`src/rtl/mux_scan_controller_pkg.sv`:
```
// Shared types and constants for the mux scan controller.
// Holds the FSM state encoding, the channel count and the select/word types.
// No ports; imported by the interface, the sub-module and the top.
package mux_scan_pkg;

    localparam int NCH   = 4;
    localparam int SEL_W = 2;

    // 2'd3 is unused; the FSM treats it as illegal and recovers to IDLE.
    typedef enum logic [1:0] {
        IDLE = 2'd0,
        SCAN = 2'd1,
        DONE = 2'd2
    } state_t;

    typedef logic [SEL_W-1:0] sel_t;
    typedef logic [NCH-1:0]   word_t;

endpackage

```
`src/rtl/mux_scan_controller_if.sv`:
```
// Bundle of the scan controller's handshake and mux-facing signals.
// Ports: start_i/cont_i request scans, y_i is the mux output, c_o the mux select,
//        busy_o/done_o report progress and q_o carries the captured word.
interface mux_scan_if;
    import mux_scan_pkg::*;

    logic  start_i;
    logic  cont_i;
    logic  y_i;
    sel_t  c_o;
    logic  busy_o;
    logic  done_o;
    word_t q_o;

    // master: the environment (requester plus the mux itself)
    modport master (output start_i, cont_i, y_i, input c_o, busy_o, done_o, q_o);
    // slave: the scan controller
    modport slave  (input start_i, cont_i, y_i, output c_o, busy_o, done_o, q_o);

endinterface

```
`src/rtl/mux_scan_controller_dwell_counter.sv`:
```
// Dwell counter: counts cycles spent on the current channel.
// Ports: clk_i/rst_i, clear_i forces zero (wins over enable_i), enable_i advances,
//        limit_i is the last count value, tc_o flags cnt == limit_i.
module dwell_counter #(
    parameter int CNT_W = 8
) (
    input  logic             clk_i,
    input  logic             rst_i,
    input  logic             clear_i,
    input  logic             enable_i,
    input  logic [CNT_W-1:0] limit_i,
    output logic             tc_o
);

    logic [CNT_W-1:0] cnt_q;
    logic [CNT_W-1:0] cnt_d;

    always_comb begin
        cnt_d = cnt_q;
        if (clear_i) begin
            cnt_d = '0;
        end else if (enable_i) begin
            cnt_d = cnt_q + CNT_W'(1);
        end
    end

    always_ff @(posedge clk_i or posedge rst_i) begin
        if (rst_i) begin
            cnt_q <= '0;
        end else begin
            cnt_q <= cnt_d;
        end
    end

    assign tc_o = (cnt_q == limit_i);

endmodule

```
`src/rtl/mux_scan_controller.sv`:
```
// Scan sequencer: walks the 4:1 mux select through channels 0..3, DWELL cycles each,
// samples Y at the end of each dwell and publishes the 4 bits on Q with a DONE strobe.
// Ports: clk_i, rst_i (async, active-high), scan_if (slave modport of mux_scan_if).
module mux_scan_controller
    import mux_scan_pkg::*;
#(
    parameter int DWELL = 4,
    parameter int CNT_W = 8
) (
    input  logic       clk_i,
    input  logic       rst_i,
    mux_scan_if.slave  scan_if
);

    state_t           state_q;
    sel_t             c_q;
    sel_t             c_d;
    // Only channels 0..2 need holding: channel 3 is sampled in the same edge
    // that loads Q, so its bit goes straight from Y into Q.
    logic [NCH-2:0]   shadow_q;
    word_t            q_q;
    logic             scanning;
    logic             tc;

    assign scanning = (state_q == SCAN);
    assign c_d      = c_q + sel_t'(1);

    // The counter sits at zero outside SCAN and restarts at every channel
    // boundary, so entry into SCAN always begins a fresh dwell.
    dwell_counter #(
        .CNT_W (CNT_W)
    ) u_dwell (
        .clk_i    (clk_i),
        .rst_i    (rst_i),
        .clear_i  (!scanning || tc),
        .enable_i (scanning),
        .limit_i  (CNT_W'(DWELL - 1)),
        .tc_o     (tc)
    );

    always_ff @(posedge clk_i or posedge rst_i) begin
        if (rst_i) begin
            state_q  <= IDLE;
            c_q      <= '0;
            shadow_q <= '0;
            q_q      <= '0;
        end else begin
            case (state_q)
                IDLE: begin
                    c_q <= '0;
                    if (scan_if.start_i) begin
                        state_q <= SCAN;
                    end
                end
                SCAN: begin
                    // START is deliberately ignored here: no restart, no queuing.
                    if (tc) begin
                        if (c_q == sel_t'(NCH - 1)) begin
                            q_q     <= {scan_if.y_i, shadow_q};
                            c_q     <= '0;
                            state_q <= DONE;
                        end else begin
                            shadow_q[c_q] <= scan_if.y_i;
                            c_q           <= c_d;
                        end
                    end
                end
                DONE: begin
                    c_q <= '0;
                    if (scan_if.cont_i || scan_if.start_i) begin
                        state_q <= SCAN;
                    end else begin
                        state_q <= IDLE;
                    end
                end
                default: begin
                    state_q <= IDLE;
                    c_q     <= '0;
                end
            endcase
        end
    end

    assign scan_if.c_o    = c_q;
    assign scan_if.busy_o = (state_q == SCAN);
    assign scan_if.done_o = (state_q == DONE);
    assign scan_if.q_o    = q_q;

endmodule

```
`src/flat_wrapper.sv`:
```
// flat-port wrapper written by rule: the top's interface ports become plain ports
module mux_scan_controller_flat import mux_scan_pkg::*;
#(
    parameter int DWELL = 4,
    parameter int CNT_W = 8
)
  (clk_i, rst_i, scan_if_start_i, scan_if_cont_i, scan_if_y_i, scan_if_c_o, scan_if_busy_o, scan_if_done_o, scan_if_q_o);
  mux_scan_if scan_if_i ();
  input  logic clk_i;
  input  logic rst_i;
  input wire logic [$bits(scan_if_i.start_i)-1:0] scan_if_start_i;
  input wire logic [$bits(scan_if_i.cont_i)-1:0] scan_if_cont_i;
  input wire logic [$bits(scan_if_i.y_i)-1:0] scan_if_y_i;
  output wire logic [$bits(scan_if_i.c_o)-1:0] scan_if_c_o;
  output wire logic [$bits(scan_if_i.busy_o)-1:0] scan_if_busy_o;
  output wire logic [$bits(scan_if_i.done_o)-1:0] scan_if_done_o;
  output wire logic [$bits(scan_if_i.q_o)-1:0] scan_if_q_o;
  assign scan_if_i.start_i = scan_if_start_i;
  assign scan_if_i.cont_i = scan_if_cont_i;
  assign scan_if_i.y_i = scan_if_y_i;
  assign scan_if_c_o = scan_if_i.c_o;
  assign scan_if_busy_o = scan_if_i.busy_o;
  assign scan_if_done_o = scan_if_i.done_o;
  assign scan_if_q_o = scan_if_i.q_o;
  mux_scan_controller #(.DWELL(DWELL), .CNT_W(CNT_W)) u_core (.clk_i(clk_i), .rst_i(rst_i), .scan_if(scan_if_i));
endmodule
```
`config.mk`:
```
export PLATFORM = sky130hd
export DESIGN_NAME = mux_scan_controller_flat
export DESIGN_NICKNAME = d
export VERILOG_FILES = /design/src/rtl/mux_scan_controller_pkg.sv /design/src/rtl/mux_scan_controller_if.sv /design/src/rtl/mux_scan_controller_dwell_counter.sv /design/src/rtl/mux_scan_controller.sv /design/src/flat_wrapper.sv
export SDC_FILE = /design/constraint.sdc
export NUM_CORES = 1
export LEC_CHECK = 0
export ABC_AREA = 1
export CELL_PAD_IN_SITES_DETAIL_PLACEMENT = 0
export CELL_PAD_IN_SITES_GLOBAL_PLACEMENT = 1
export CORE_MARGIN = 5
export CORE_UTILIZATION = 40
export CTS_CLUSTER_DIAMETER = 200
export DETAILED_ROUTE_END_ITERATION = 16
export GPL_TIMING_DRIVEN = 0
export MAX_ROUTING_LAYER = met4
export PLACE_DENSITY = 0.86
export SLEW_MARGIN = 15
export SYNTH_ARGS = -nofsm -noshare
export SYNTH_HDL_FRONTEND = slang
export SYNTH_HIERARCHICAL = 1
export SYNTH_SLANG_ARGS = --single-unit
```
`constraint.sdc`:
```
create_clock -name clk_i -period 3.9 [get_ports clk_i]
set_clock_uncertainty 0.2 [all_clocks]
set_input_delay 0.78 -clock clk_i [delete_from_list [all_inputs] [get_ports clk_i]]
set_output_delay 0.78 -clock clk_i [all_outputs]
set_load 0.01 [all_outputs]
```
Yosys cells after proc, flatten, opt, wreduce, memory -nomap -nowiden
Index checks and enable logic that the tools add are counted.
- flip-flop bits (word level): 19
- latch bits: 0
- RAM bits: 0
- ROM bits: 0
- input bits: 5
- output and inout bits: 8
- logic and storage cells: 39
- memories: 0
- add/subtract/negate cells: 2
- $mul: 0
- div/mod/pow operators: 0
- magnitude comparators: 2
- equal/unequal tests: 7
- shift operators: 0
- mux-type cells: 13
- bitwise operators: 1
- reductions and logical operators: 9
- operator list (cell ; count):
    8-bit 2-to-1 mux ; 2
    2-bit 2-to-1 mux ; 6
    3-bit AND reduction ; 3
    8-bit by 1-bit adder with 8-bit output, second input constant ; 1
    8-bit by 2-bit == test with 1-bit output, second input constant ; 1
    2-bit != test, second input constant ; 3
    2-bit case mux with 3 select lines ; 1
    2-bit == test, second input constant ; 2
    3-bit bitwise mux ; 1
    2-bit by 3-bit less-than comparator with 1-bit output, second input constant ; 1
    2-bit by 1-bit adder with 2-bit output, second input constant ; 1
    1-bit demux with 2-bit select ; 1
    2-bit by 1-bit == test with 1-bit output, second input constant ; 1
    2-bit by 1-bit >= comparator with 1-bit output, second input constant ; 1
    2-bit logical NOT ; 1
    1-bit logical OR ; 2
    1-bit 2-to-1 mux ; 2
    2-bit nonzero test ; 1
    1-bit logical AND ; 1
    1-bit logical NOT ; 1
    1-bit NOT ; 1

Depth between registers and ports, before layout
Gate-level depths: netlist of run 1.
- depth after elaboration: 5
- mapped depth: 12
- gate-level depth less buffers: 12

Cells and area by module
The synthesis of run 1 kept the hierarchy.
- by module, submodules not included (module ; times used ; cells an instance ; area each (µm²) ; sequential area each (µm²)):
    mux_scan_controller ; 1 ; 63 ; 571.8 ; 275.3
    dwell_counter ; 1 ; 78 ; 560.5 ; 200.2

Worst setup path after synthesis of run 1
No wires, ideal clock.
- path kind: register -> register
- start: register u_core.u_dwell.cnt_q[2]
- end: register u_core.u_dwell.cnt_q[4]
- setup time: 0.119 ns
- arrival time: 1.752 ns
- required time: 3.581 ns
- slack: 1.829 ns
- cell stages (with the launch flop): 12
- path buffers: 0
- clock period less this slack: 2.071 ns
- path through: dfrtp_1 xor2_1 nor2_1 nand2_1 nor2_1 inv_2 nand2_1 nor2_4 nor3_1 nand2_1 nand2_1 nor2_1
- word-level cells in the longest chain between the ends: 3
- elaborated cells between the ends (all ways): 6
- classes of those cells: add/sub (1); eq/ne (1); mux (2); reduce/logical (2)
- RTL lines (item ; RTL line ; RTL):
    start: declaration ; mux_scan_controller_dwell_counter.sv:15 ; logic [CNT_W-1:0] cnt_q;
    start signal: assignment ; mux_scan_controller_dwell_counter.sv:31 ; cnt_q <= cnt_d;
    8-bit by 2-bit == test with 1-bit output * ; mux_scan_controller_dwell_counter.sv:35 ; assign tc_o = (cnt_q == limit_i);
    named net u_core.tc ; mux_scan_controller.sv:23 ; logic tc;
    1-bit logical OR * ; mux_scan_controller.sv:35 ; .clear_i (!scanning || tc),
    8-bit 2-to-1 mux / 2-bit nonzero test (equally long branches) ; n/a ;
The timed path passes the listed nets; every way through them passes the cells marked *. The select of a mux whose other input is x is not followed.
A chain may end at the register's enable or synchronous reset.

Worst setup path after layout of run 1
- start: register u_core.state_q[1]
- end: output scan_if_busy_o
- word-level cells in the longest chain between the ends: 1
- RTL lines (item ; RTL line ; RTL):
    start: declaration ; mux_scan_controller.sv:15 ; state_t state_q;
    start signal: assignment ; mux_scan_controller.sv:43 ; state_q <= IDLE;
    start signal: assignment ; mux_scan_controller.sv:52 ; state_q <= SCAN;
    start signal: assignment ; mux_scan_controller.sv:61 ; state_q <= DONE;
    2-bit by 1-bit == test with 1-bit output ; mux_scan_controller.sv:85 ; assign scan_if.busy_o = (state_q == SCAN);
    end: declaration ; flat_wrapper.sv:15 ; output wire logic [$bits(scan_if_i.busy_o)-1:0] scan_if_busy_o;
No other way between the ends.

==> results of run 1 <==
[cells in the final DEF (no fill, tap or decap), types with 4 or more instances in the layout]
| cell type | n |
|---|---|
| nor2_1 | 15 |
| dfrtp_1 | 19 |
| inv_1 | 17 |
| ha_1 | 5 |
| nand2_1 | 40 |
| nor2_4 | 4 |
| clkdlybuf4s50_1 | 12 |
| conb_1 | 8 |
| nand3_1 | 9 |
| xor2_1 | 8 |
| nand4_1 | 5 |
[power groups by stage]
stage / clock network (uW) / registers, uW / logic, uW
6_report: 98.9 / 273 / 158
5_1_grt: 117 / 279 / 182
4_1_cts: 106 / 274 / 161
3_5_place_dp: 0 / 278 / 160
3_3_place_gp: 0 / 276 / 151
2_1_floorplan: 0 / 267 / 126
[flip-flops by register name (all words and copies together), names as in the netlist]
| signal | flops |
|---|---|
| u_core/scan_if.c_o | 2 |
| u_core/scan_if.q_o | 4 |
| u_core/shadow_q | 3 |
| u_core/state_q | 2 |
| u_core/u_dwell/cnt_q | 8 |
[area by class of cell]
cell class | instances | area, um2
clock buffer | 3 | 22.52
clock inverter | 1 | 5.005
fill | 283 | 1393
inverter | 21 | 83.83
multi-input combinational | 107 | 595.6
sequential | 19 | 475.5
tap | 31 | 38.79
timing repair buffer | 12 | 120.1
[path summary, 6_finish.rpt]
| path | slack, ns | startpoint | end |
|---|---|---|---|
| setup / recovery | 1.34 | u_core/state_q[1] | scan_if_busy_o |
| hold / removal | 0.29 | u_core/shadow_q[0] | u_core/scan_if.q_o[0] |
| setup reg to reg | 1.44 | u_core/u_dwell/cnt_q[2] | u_core/u_dwell/cnt_q[4] |
| hold reg to reg | 0.29 | u_core/shadow_q[0] | u_core/scan_if.q_o[0] |
| max in group asynchronous | 2.60 | rst_i | u_core/scan_if.c_o[0] |
| min in group asynchronous | 0.56 | rst_i | u_core/u_dwell/cnt_q[5] |
[cell families after synthesis]
family | Yosys count | share of synthesized area (%)
AND/OR/NAND/NOR | 79 | 34.81
buffers and inverters | 21 | 7.403
flip-flops | 19 | 41.99
XOR/XNOR | 9 | 6.962
AO/OA/AOI/OAI | 6 | 2.651
adder cells (fa/ha/maj) | 5 | 5.525
other | 2 | 0.6632
[worst max-delay path, stage by stage (launching register included)]
cell,delay [ns]
dfrtp_1,0.46
nor2_8,0.24
clkdlybuf4s50_1,0.58
[per-stage QoR]
| step | area [um2] | power, uW |
|---|---|---|
| finish | 1341 | 530.3 |
| global route | 1341 | 577.4 |
| CTS | 1341 | 540.9 |
| detailed placement | 1314 | 438.0 |
| global placement | 1314 | 427.9 |
| floorplan | 1155 | 393.3 |
[per-layer routing]
metal / GRT usage, % / vias to the layer above / part of all wire [%]
met1: 13.72 / 416 / 45
met3: 1.599 / 2 / 2.3
met4: 4.675 / 0 / 0.80
li1: - / 477 / -
met5: - / - / 0
met2: 21.67 / 10 / 52
==> results.md, run 1 <==
* Worst reg2reg path depth at 11
* Switch Pwr at 195.5 uW
* Final Net Count at 174
* Area share of the largest cell type after synthesis at 41.99%
* Drt first pass iters at 4
* CTS tree: built
* RSZ-0062 raised after global routing: no
* Final worst slack at 1.345 ns
* Vias at 905
* Worst IR Drop VDD at 0.2170 mV
* Worst EP required at 2.92 ns
* Die area at 3995 um2
* Die H at 63.21 um
* Synth async-reset ratio at 100.0%
* First-pass GRT wire length at 3.829 mm
* Post-Synthesis Cells at 141
* Clk root buf: clkbuf_4
* Inst Count DP at 190
* Drc violations at 0
* Post-synth cell types at 22
* Layout cell share with drive strength beyond 1 at 9.816%
* Crit Path Class: reg -> out
* Total gr overflow at 0
* Initial core utilization at 41.42%
* Initial drt markers at 47
* Final hold vios at 0
* Max cap viols at 0
* Total GRT Usage at 12.16%
* Vias per cell at 4.665
* Post-CTS resize count at 0
* Yosys top cell by area: dfrtp_1
* Antenna violations before repair at 0
* Crit Path Max Fanout at 11
* CP endpoint kind: output port
* Combinational Power Share at 29.9%
* Ys flop type: dfrtp_1
* Status: completed
* Startpoint types: flip-flop
* Core footprint at 2734 um2
* Sequential share of power at 51.5%
* Clk_lat worst skew at 0.29 ns
* Top post-synthesis cells by area: dfrtp_1 (42%), nand2_1 (13%), xor2_1 (6.2%)
* Commonest cells post-synth: nand2_1 (40), dfrtp_1 (19), inv_1 (17)
* Most common cell in the synthesized netlist: nand2_1
* Vias in the first global route at 915
* Clock power share at 18.6%
* Setup WS pre-CTS at 1.489 ns
* I/O pin count at 13
* Power Density at 395.4 nW/um2
* Sw Ratio at 36.87%
* Final Util at 49.06%
* Crit path DAT at 1.58 ns
* Fin crit period at 2.555 ns
* Routed wire length at 2.125 mm
* Antenna cell count at 0
* I/O Buffers at 12
* Gp weighted congestion at 0.7302
* Max Freq at 391.3 MHz
* DRT antenna net count at 0
* TritonCTS buffer count at 3
* Largest net degree at the start of global routing at 12
* TNS Setup at 0 ns
* Pleak at 0.0006944 uW
* Hold buffer count at CTS at 0
* Die Wd at 63.21 um
* CTS Buffer Depth at 2
* Post-Syn Area at 1132 um2
* Final cell count without fillers at 194
* Yosys warns at 6
* FP Rows at 19
* Minimum hold slack at 0.2922 ns
* Wire per inst at 10.95 um
* Worst slew margin at 53.66%
* Pint at 334.8 uW
* Synth Register Bits at 19
* Clk slew on worst S/H paths at 0.11 ns
* Worst Hold Class: reg -> reg
* Post-synth EDFFs at 0
* Slew Viols, Final at 0
* Htree depth at 1
* Sequential area share after synthesis at 41.99%
* Final setup vio count at 0
* Area Overhead vs Synth at 18.45%
* Final HPWL DP at 1.668 mm
* Period utilization at 65.52%
* Clock net sink count at 19
* Hold Path Stages at 2
* Post-CTS Setup Bufs at 0
* Tightest Pin Transition at 0.6926 ns
* Syn Area/Cell at 8.031 um2
(Power assumes the default switching activity.)
==> run 2: changes to the inputs <==
CORE_UTILIZATION = 36   (was 40)
PLACE_DENSITY = 0.82   (was 0.86)
clock period = 2.1 ns   (was 3.9 ns; I/O delays follow)
==> run 2 against run 1 <==
  * Clock power up 91%
  * Combinational power rose by 87%
  * Hold slack got worse by 0.11 ns
  * Critical path depth is 1 higher
  * Global-route usage down 0.28 points
  * Flip-flop and latch count did not move
  * Final cell count rose by 7.7%
  * Power up 87%
  * Sequential share of layout area fell by 0.97 points
  * Clock-buffer cell count stayed put
  * Largest power group unchanged
  * Die area rose by 9.3%
  * Register-to-register slack got worse by 1.2 ns
  * Critical path type unchanged
==> results.md, run 2 (same netlist as run 1, synthesis figures left out) <==
* Status: completed
* Sw Ratio at 37.35% (+0.48 points)
* Final hold vios at 0 (unchanged)
* Clk_lat worst skew at 0.30 ns (about the same)
* Gp weighted congestion at 0.7934 (+8.7%)
* Clk slew on worst S/H paths at 0.11 ns (about the same)
* Wire per inst at 10.01 um (-8.6%)
* Clock net sink count at 19 (unchanged)
* Clock power share at 19.0% (+0.4 points)
* Vias in the first global route at 988 (+8.0%)
* Drt first pass iters at 3 (-1)
* Fillers at 312 (+10%)
* Crit Path Max Fanout at 11 (unchanged)
* Largest net degree at the start of global routing at 12 (unchanged)
* Layout cell share with drive strength beyond 1 at 13.33% (+3.5 points)
* Core footprint at 3028 um2 (+11%)
* Initial drt markers at 32 (-32%)
* I/O pin count at 13 (unchanged)
* Pleak at 0.0007197 uW (+3.6%)
* Largest reg by FF count: u_core/u_dwell/cnt_q
* Sequential share of power at 51.4% (about the same)
* I/O Buffers at 12 (unchanged)
* Worst reg2reg path depth at 11 (unchanged)
* Die Wd at 66.09 um (+4.6%)
* Commonest non-fill, non-tap cell in the layout: nand2_1
* Pint at 622.8 uW (+86%)
* FP Rows at 20 (+1)
* Max cap viols at 0 (unchanged)
* Worst EP required at 1.48 ns (-1.44 ns)
* Crit Path Class: reg -> out
* First-pass GRT wire length at 3.960 mm (+3.4%)
* TritonCTS buffer count at 3 (unchanged)
* Worst flop-to-flop path startpoint: u_core/u_dwell/cnt_q[5]
* Final setup vio count at 0 (unchanged)
* Critical R2R Capture: u_core/u_dwell/cnt_q[4]
* CP endpoint kind: output port
* Final cell count without fillers at 209 (+7.7%)
* Worst IR Drop VDD at 0.4427 mV (+100%)
* Die area at 4367 um2 (+9.3%)
* Die H at 66.09 um (+4.6%)
* Slew Viols, Final at 0 (unchanged)
* Antenna violations before repair at 0 (unchanged)
* Routed wire length at 2.093 mm (-1.5%)
* Worst Hold Class: in -> async
* Combinational Power Share at 29.7% (-0.2 points)
* CTS Buffer Depth at 2 (unchanged)
* Total GRT Usage at 11.88% (-0.28 points)
* Startpoint types: flip-flop
* R2R setup slack at 0.20 ns (-1.24 ns)
* Max Freq at 501.4 MHz
* Inst Count DP at 203 (+6.8%)
* Period utilization at 94.98%
* DRT antenna net count at 0 (unchanged)
* Largest register FFs at 8 (unchanged)
* Minimum hold slack at 0.1790 ns (-0.1131 ns)
* Vias per cell at 4.349 (-6.8%)
* Initial core utilization at 37.40% (-4.0 points)
* Fin crit period at 1.995 ns
* Htree depth at 1 (unchanged)
* Total gr overflow at 0 (unchanged)
* Crit path DAT at 1.37 ns (-0.21 ns)
* Commonest cells after routing, fill and taps aside: nand2_1 (39), inv_1 (17), dfrtp_1 (17)
* Antenna cell count at 0 (unchanged)
* RSZ-0062 raised after global routing: no
* Vias at 909 (+0.44%)
* Final HPWL DP at 1.645 mm (-1.3%)
* CTS tree: built
* Clk root buf: clkbuf_4
* Switch Pwr at 371.3 uW (+90%)
* Area Overhead vs Synth at 22.43%
* Drc violations at 0 (unchanged)
* Power Density at 717.0 nW/um2 (+81%)
* Final Net Count at 176 (+1.1%)
run 2: cell types whose count changed in the layout (fill, tap and decap cells not counted), sizes merged:
cell	change
buf	+2
dlymetal6s2s	+1
clkdlybuf4s50	-2
dlygate4sd2	+1
run 2: per-layer routing:
metal	share of wire, %	global-route usage, %	wire length, um	vias to the layer above
met4	1.4	4.569	29	0
met5	0	-	0	-
met1	45	13.41	942	417
met2	52	21.19	1086	9
li1	-	-	-	480
met3	1.6	1.531	34	3
run 2: worst max path at each step:
stage / start / end / slack [ns] / depth (start not counted)
finish: u_core/state_q[1] / scan_if_busy_o / 0.11 / 3
global route: u_core/u_dwell/cnt_q[5] / u_core/u_dwell/cnt_q[4] / 0.002 / 11
CTS: u_core/state_q[0] / scan_if_done_o / 0.03 / 2
detailed placement: u_core/u_dwell/cnt_q[2] / u_core/u_dwell/cnt_q[7] / -0.28 / 12
global placement: u_core/u_dwell/cnt_q[2] / u_core/u_dwell/cnt_q[4] / -0.26 / 11
floorplan: u_core/u_dwell/cnt_q[2] / u_core/u_dwell/cnt_q[4] / 0.03 / 11
run 2: cell type report:
cell class	count	area, um2	share of cell area, %
clock inverters	1	5.005	0.3610
flip-flops and latches	19	478.0	34.48
clock buffers	3	22.52	1.625
inverters	21	83.83	6.047
multi-input cells	107	605.6	43.68
repair buffers	14	136.4	9.838
well taps	44	55.05	3.971
run 2: stage by stage:
step | utilization (%) | setup slack [ns] | setup TNS (ns) | total power (uW) | area (um2)
2_1_floorplan | - | 0.02902 | 0 | 730.4 | 1155
3_3_place_gp | 43.93 | -0.2581 | -1.329 | 792.6 | 1330
3_5_place_dp | 43.93 | -0.2805 | -1.616 | 807.7 | 1330
4_1_cts | 45.58 | 0.03215 | 0 | 1002 | 1380
5_1_grt | 45.79 | 0.002434 | 0 | 1084 | 1386
6_report | 45.79 | 0.1055 | 0 | 994.0 | 1386
run 2: power by group through the flow:
stage               combinational [uW]  clock, uW  sequential, uW
floorplan                          235          0             496
global placement                   281          0             512
detailed placement                 293          0             515
CTS                                297        197             507
global route                       348        216             520
finish                             295        189             510
run 2: worst max-delay path, cell delays in order (launching register included):
cell	delay, ns
dfrtp_2	0.42
buf_4	0.15
nor2_8	0.21
dlygate4sd2_1	0.30
run 2: timing repair:
item,CTS,global route
hold buffers,0,0
setup endpoints to repair,9,6
resized for setup,4,3
pin swaps,1,0
buffers inserted,2,0
==> run 3: changes to the inputs <==
ABC_AREA = unset   (was 1)
CORE_UTILIZATION = 37   (was 36)
HOLD_SLACK_MARGIN = 0.03   (was unset)
PLACE_DENSITY = 0.81   (was 0.82)
==> run 3 against run 2 <==
  * Critical path type is now reg -> reg
  * Hold slack better by 0.010 ns
  * Utilization is 5.7 points higher
  * Power is 0.82% higher
  * Synthesized area is 12% lower
  * Global-route usage is 0.46 points lower
  * Final cell count is 27% lower
  * Setup slack worse by 0.066 ns
  * Largest cell class unchanged
  * Clock-buffer cell count is 1 higher
  * Wire length is 12% lower
  * Via count is 21% lower
==> results.md, run 3 <==
* Routed wire length at 1.832 mm (-12%)
* Worst IR Drop VDD at 0.4756 mV (+7.4%)
* Minimum hold slack at 0.1894 ns (+0.01033 ns)
* Die area at 3837 um2 (-12%)
* Period utilization at 98.10% (+3.1 points)
* Final worst slack at 0.03985 ns (-0.06560 ns)
* Setup WS pre-CTS at -0.2487 ns (+0.03179 ns)
* Largest reg by FF count: u_core/u_dwell/cnt_q
* Commonest cells after routing, fill and taps aside: dfrtp_1 (14), clkdlybuf4s50_1 (11), xnor2_1 (9)
* Clk root buf: clkbuf_4
* Htree depth at 1 (unchanged)
* Power Density at 771.7 nW/um2 (+7.6%)
* Final setup vio count at 0 (unchanged)
* Most common cell in the synthesized netlist: dfrtp_1
* First-pass GRT wire length at 3.194 mm (-19%)
* Slowest stage cell, crit path: dfrtp_1
* Crit Path Max Fanout at 5 (-6)
* Fin crit period at 2.060 ns (+0.06560 ns)
* Post-synth cell types at 23 (+4.5%)
* Inst Count DP at 142 (-30%)
* Hold buffer count at CTS at 0 (unchanged)
* Area share of the largest cell type after synthesis at 47.62% (+5.6 points)
* I/O pin count at 13 (unchanged)
* DRT antenna net count at 0 (unchanged)
* Top post-synthesis cells by area: dfrtp_1 (48%), mux2_2 (7.9%), xnor2_1 (7.9%)
* Largest net degree at the start of global routing at 12 (unchanged)
* Synth Register Bits at 19 (unchanged)
* Worst EP required at 2.13 ns (+0.65 ns)
* Area Overhead vs Synth at 30.08%
* Clock net sink count at 19 (unchanged)
* Total gr overflow at 0 (unchanged)
* Clk_lat worst skew at 0.29 ns (about the same)
* Initial core utilization at 39.58% (+2.2 points)
* Final instance area at 1299 um2 (-6.3%)
* Worst-path cell chain: xnor2_1 > nand4_1 > nor2_4 > or2b_1 > buf_6 > o2111ai_4 > or3_4 > a21oi_2
* Antenna violations before repair at 0 (unchanged)
* Wire per inst at 12.05 um (+20%)
* Vias at 717 (-21%)
* Commonest non-fill, non-tap cell in the layout: dfrtp_1
* Synth async-reset ratio at 100.0% (unchanged)
* Die Wd at 61.95 um (-6.3%)
* CTS tree: built
* CP delay by family, top: simple AND/OR/NAND/NOR gates
* CTS Buffer Depth at 2 (unchanged)
* Clock power share at 18.1% (-0.9 points)
* Pint at 671.5 uW (+7.8%)
* Sequential area share after synthesis at 47.62% (+5.6 points)
* Area after DPL at 1181 um2 (-11%)
* Syn Area/Cell at 10.62 um2 (+32%)
* Drt first pass iters at 3 (unchanged)
* Commonest cells post-synth: dfrtp_1 (19), xnor2_1 (9), nand2_1 (8)
* CP endpoint kind: flip-flop
* Gp weighted congestion at 0.7502 (-5.4%)
* Final hold vios at 0 (unchanged)
* CP Buf/Inv Count at 1 (-1)
* Yosys top cell by area: dfrtp_1
* Startpoint types: flip-flop
* Final Net Count at 133 (-24%)
* Fillers at 237 (-24%)
* Post-Syn Area at 998.5 um2 (-12%)
* Crit path DAT at 2.09 ns (+0.72 ns)
* Yosys warns at 6 (unchanged)
* Combinational Power Share at 30.6% (+0.9 points)
* Clk slew on worst S/H paths at 0.11 ns (about the same)
* Crit Path Class: reg -> reg
* Slew Viols, Final at 0 (unchanged)
* TritonCTS buffer count at 3 (unchanged)
* Pleak at 0.0005803 uW (-19%)
* Max cap viols at 0 (unchanged)
* FP Rows at 18 (-10%)
* Switch Pwr at 330.7 uW (-11%)
* I/O Buffers at 12 (unchanged)
* Antenna cell count at 0 (unchanged)
* Final cell count without fillers at 152 (-27%)
* Final HPWL DP at 1.328 mm (-19%)
* Vias in the first global route at 725 (-27%)
* Largest register FFs at 8 (unchanged)
* Post-Synthesis Cells at 94 (-33%)
* Vias per cell at 4.717 (+8.5%)
* Die H at 61.95 um (-6.3%)
* Max Freq at 485.4 MHz (-3.2%)
* Post-synth EDFFs at 0 (unchanged)
* Sequential share of power at 51.3% (about the same)
* Total GRT Usage at 11.41% (-0.46 points)
* Ys flop type: dfrtp_1
* Status: completed
* Crit-path max cell delay at 0.45 ns (+0.03 ns)
* Drc violations at 0 (unchanged)
* Initial drt markers at 6 (-81%)
* Worst Hold Class: in -> async
* Core footprint at 2522 um2 (-17%)
* RSZ-0062 raised after global routing: yes
* Layout cell share with drive strength beyond 1 at 26.23% (+13 points)
* Sw Ratio at 33.00% (-4.3 points)
==> run 3: metrics by stage <==
step | utilization [%] | setup TNS (ns) | power [uW]
global placement | 46.83 | -0.4165 | 747.7
floorplan | - | 0 | 691.9
global route | 51.49 | -0.1212 | 1086
finish | 51.49 | 0 | 1002
CTS | 49.70 | 0 | 980.5
detailed placement | 46.83 | -0.4929 | 761.1
==> run 3: worst paths after layout <==
path | startpoint | endpoint | slack (ns) | cells past startpoint
min in group clk_i | u_core/shadow_q[0] | u_core/shadow_q[0] | 0.32 | 1
worst min register to register | u_core/shadow_q[0] | u_core/shadow_q[0] | 0.32 | 1
max in group asynchronous | rst_i | u_core/scan_if.c_o[1] | 1.19 | 2
worst min-delay path | rst_i | u_core/u_dwell/cnt_q[0] | 0.19 | 2
worst max-delay path | u_core/u_dwell/cnt_q[5] | u_core/u_dwell/cnt_q[7] | 0.04 | 8
worst max register to register | u_core/u_dwell/cnt_q[5] | u_core/u_dwell/cnt_q[7] | 0.04 | 8
==> run 3: per-layer routing <==
layer	part of all wire (%)	up-vias	track usage, %	routed length [um]
li1	-	364	-	-
met1	47	341	14.63	868
met2	49	10	18.34	889
met3	3.3	2	1.860	61
met4	0.71	0	3.636	13
met5	0	-	-	0
==> run 3: cell families (layout without fill, tap and decap cells) <==
logic type	after synthesis	after routing	synth area share, %
compound gates	10	10	6.014
mux	9	9	9.900
xor+xnor	12	12	10.53
fa+ha+maj	5	5	6.266
buf+inv	8	30	3.634
other cells	2	8	0.7522
simple gates	29	29	15.29
flops	19	19	47.62
==> run 3: cell type report <==
type,count,area [um2],area share [%]
timing repair buffer,19,171.4,13.20
multi-input combinational,73,546.8,42.10
sequential,19,481.7,37.09
tap,30,37.54,2.890
inverter,5,18.77,1.445
buffer,2,16.27,1.252
clock buffer,4,26.28,2.023
==> run 3: power by group through the flow <==
stage	clock, uW	sequential [uW]	combinational (uW)
after floorplan	0	491	201
after global placement	0	503	245
after detailed placement	0	504	257
after CTS	193	514	274
after global routing	215	522	350
final	181	514	307
==> run 3: repair_timing <==
item | 4_1_cts | 5_1_grt
pin swaps | 5 | 10
endpoints found under the setup margin | 4 | 2
cloned | 0 | 0
buffers inserted | 4 | 4
resized for setup | 6 | 8
==> run 3: worst reg2reg max path: cells and delay by family (launching register included) <==
kind                      cells  cell delay (ns)
and+or+nand+nor               4             0.81
buffers and inverters         1             0.11
DFF                           1             0.45
AOI/OAI and AO/OA             2             0.24
xor gates and xnor gates      1             0.18
==> RTL change (config.mk and constraints of run 2) <==
Change the package constant `NCH` from 4 to 3.
--- a/src/rtl/mux_scan_controller_pkg.sv
+++ b/src/rtl/mux_scan_controller_pkg.sv
@@ -5,3 +5,3 @@
 
-    localparam int NCH   = 4;
+    localparam int NCH   = 3;
     localparam int SEL_W = 2;
Interface: changed (resized scan_if_q_o); port bits go from 13 to 12. No check against the original RTL was run, so the function may have changed too.
==> RTL change against run 2 <==
- worst setup slack worse by 0.011 ns
- routed wire length down 9.5%
- critical path type unchanged
- sequential cell count shrank 2
- register-to-register slack worse by 0.02 ns
- area after synthesis fell by 13%
- cell area shrank 12%
- largest cell class unchanged
- die area shrank 11%
- total power is 5.7% lower
- count of clock-buffer cells in the layout unchanged
==> RTL change: results (changes against run 2) <==
Drt
  – WL/cell: 10.2 µm (+2.3%)
  – DR vias/cell: 4.51 (+3.8%)
  – Length of the first detailed-routing pass in iterations: 4 (+1)
  – Routed WL: 1900 µm (-9.5%)

Logic synthesis
  – Avg Inst Size Synth: 7.55 µm² (-6.0%)
  – Synth top area cells: dfrtp_1 43%, nand2_1 14%, nor2_1 7.3%
  – Most instantiated cells after synthesis: 36 x nand2_1, 19 x nor2_1, 17 x dfrtp_1, 17 x inv_1, 10 x nand3_1
  – Seq/Total Area, Yosys: 0.434 (+0.0138)

Global routing
  – Number of global-route vias before repair: 842 (-15%)
  – Largest net degree at the start of global routing: 11 (-1)
  – Tot GR Track Use: 0.110 (-0.00858)

Pwr
  – Leakage Power: 0.660 nW (-8.3%)
  – Peak VDD IR: 0.000439 V (-0.93%)

Critical path
  – Crit path DAT: 1.39 ns (+0.02 ns)
  – Maximum fanout along the worst path: 3 (-8)
  – Reg2Reg Setup Slack: 0.18 ns (-0.02 ns)
  – Crit-path slowest cell: clkdlybuf4s50_1

Run status
  – Outcome: finished, final reports clean

Layout
  – Share of layout cells above drive strength 1: 0.123 (-0.00996)
  – Total Nets Final: 161 (-8.5%)
  – # fillers: 276 (-12%)

Timing
  – Hold WS: 0.206 ns (+0.0269 ns)

Placed design
  – Buffers on Ports: 11 (-1)
  – Final Wtd Congestion: 0.775 (-2.3%)
  – Detailed placement HPWL: 1480 µm (-10%)
-- RTL change: kinds of logic after synthesis --
kind of cell               count (synthesis)  synth area share
other                                      2           0.00766
DFF                                       17             0.434
AOI/OAI and AO/OA                          5            0.0255
and+or+nand+nor                           77             0.367
xor gates and xnor gates                   9            0.0804
buffers and inverters                     19            0.0727
adders and majority gates                  1            0.0128
-- RTL change: timing repair --
action / CTS / global route
setup buffers: 1 / 2
pin swaps: 1 / 1
endpoints found under the setup margin: 6 / 7
gates resized for setup: 1 / 3
-- RTL change: per-stage QoR --
| stage | total power, mW | setup slack [ns] |
|---|---|---|
| after floorplan | 0.686 | 0.190 |
| after global placement | 0.748 | -0.0515 |
| after detailed placement | 0.757 | -0.0877 |
| after global routing | 1.03 | -0.0178 |
| after CTS | 0.941 | 0.0122 |
| final | 0.937 | 0.0942 |
-- RTL change: worst max path at each step --
stage                                        start                                  end  slack (ns)  cells after the start
2_1_floorplan  u_core/u_dwell/cnt_q[2]$_DFFE_PP0P_  u_core/u_dwell/cnt_q[4]$_DFFE_PP0P_        0.19                     11
3_3_place_gp   u_core/u_dwell/cnt_q[2]$_DFFE_PP0P_  u_core/u_dwell/cnt_q[4]$_DFFE_PP0P_       -0.05                     11
3_5_place_dp   u_core/u_dwell/cnt_q[2]$_DFFE_PP0P_  u_core/u_dwell/cnt_q[4]$_DFFE_PP0P_       -0.09                     11
4_1_cts              u_core/state_q[1]$_DFFE_PP0P_                       scan_if_done_o        0.01                      3
5_1_grt        u_core/u_dwell/cnt_q[5]$_DFFE_PP0P_  u_core/u_dwell/cnt_q[5]$_DFFE_PP0P_       -0.02                     12
6_report             u_core/state_q[0]$_DFFE_PP0P_                       scan_if_busy_o        0.09                      3
-- RTL change: layout make-up --
cell class	instances	area share
repair buffers	14	0.111
flip-flops and latches	17	0.352
well taps	31	0.0320
clock inverters	1	0.00412
inverters	19	0.0588
clock buffers	3	0.0186
multi-input cells	100	0.424
-- RTL change: per-layer routing --
metal	global-route usage	vias up	share of wire
met2	0.177	7	0.49
li1	-	438	-
met3	0.0234	2	0.022
met5	-	-	0
met1	0.138	388	0.48
met4	0.0325	0	0.0053
-- RTL change: power groups by stage --
stage | registers, mW | logic [mW] | clock network (mW)
2_1_floorplan | 0.457 | 0.229 | 0
3_3_place_gp | 0.473 | 0.274 | 0
3_5_place_dp | 0.476 | 0.281 | 0
4_1_cts | 0.470 | 0.286 | 0.185
5_1_grt | 0.487 | 0.338 | 0.207
6_report | 0.474 | 0.289 | 0.174
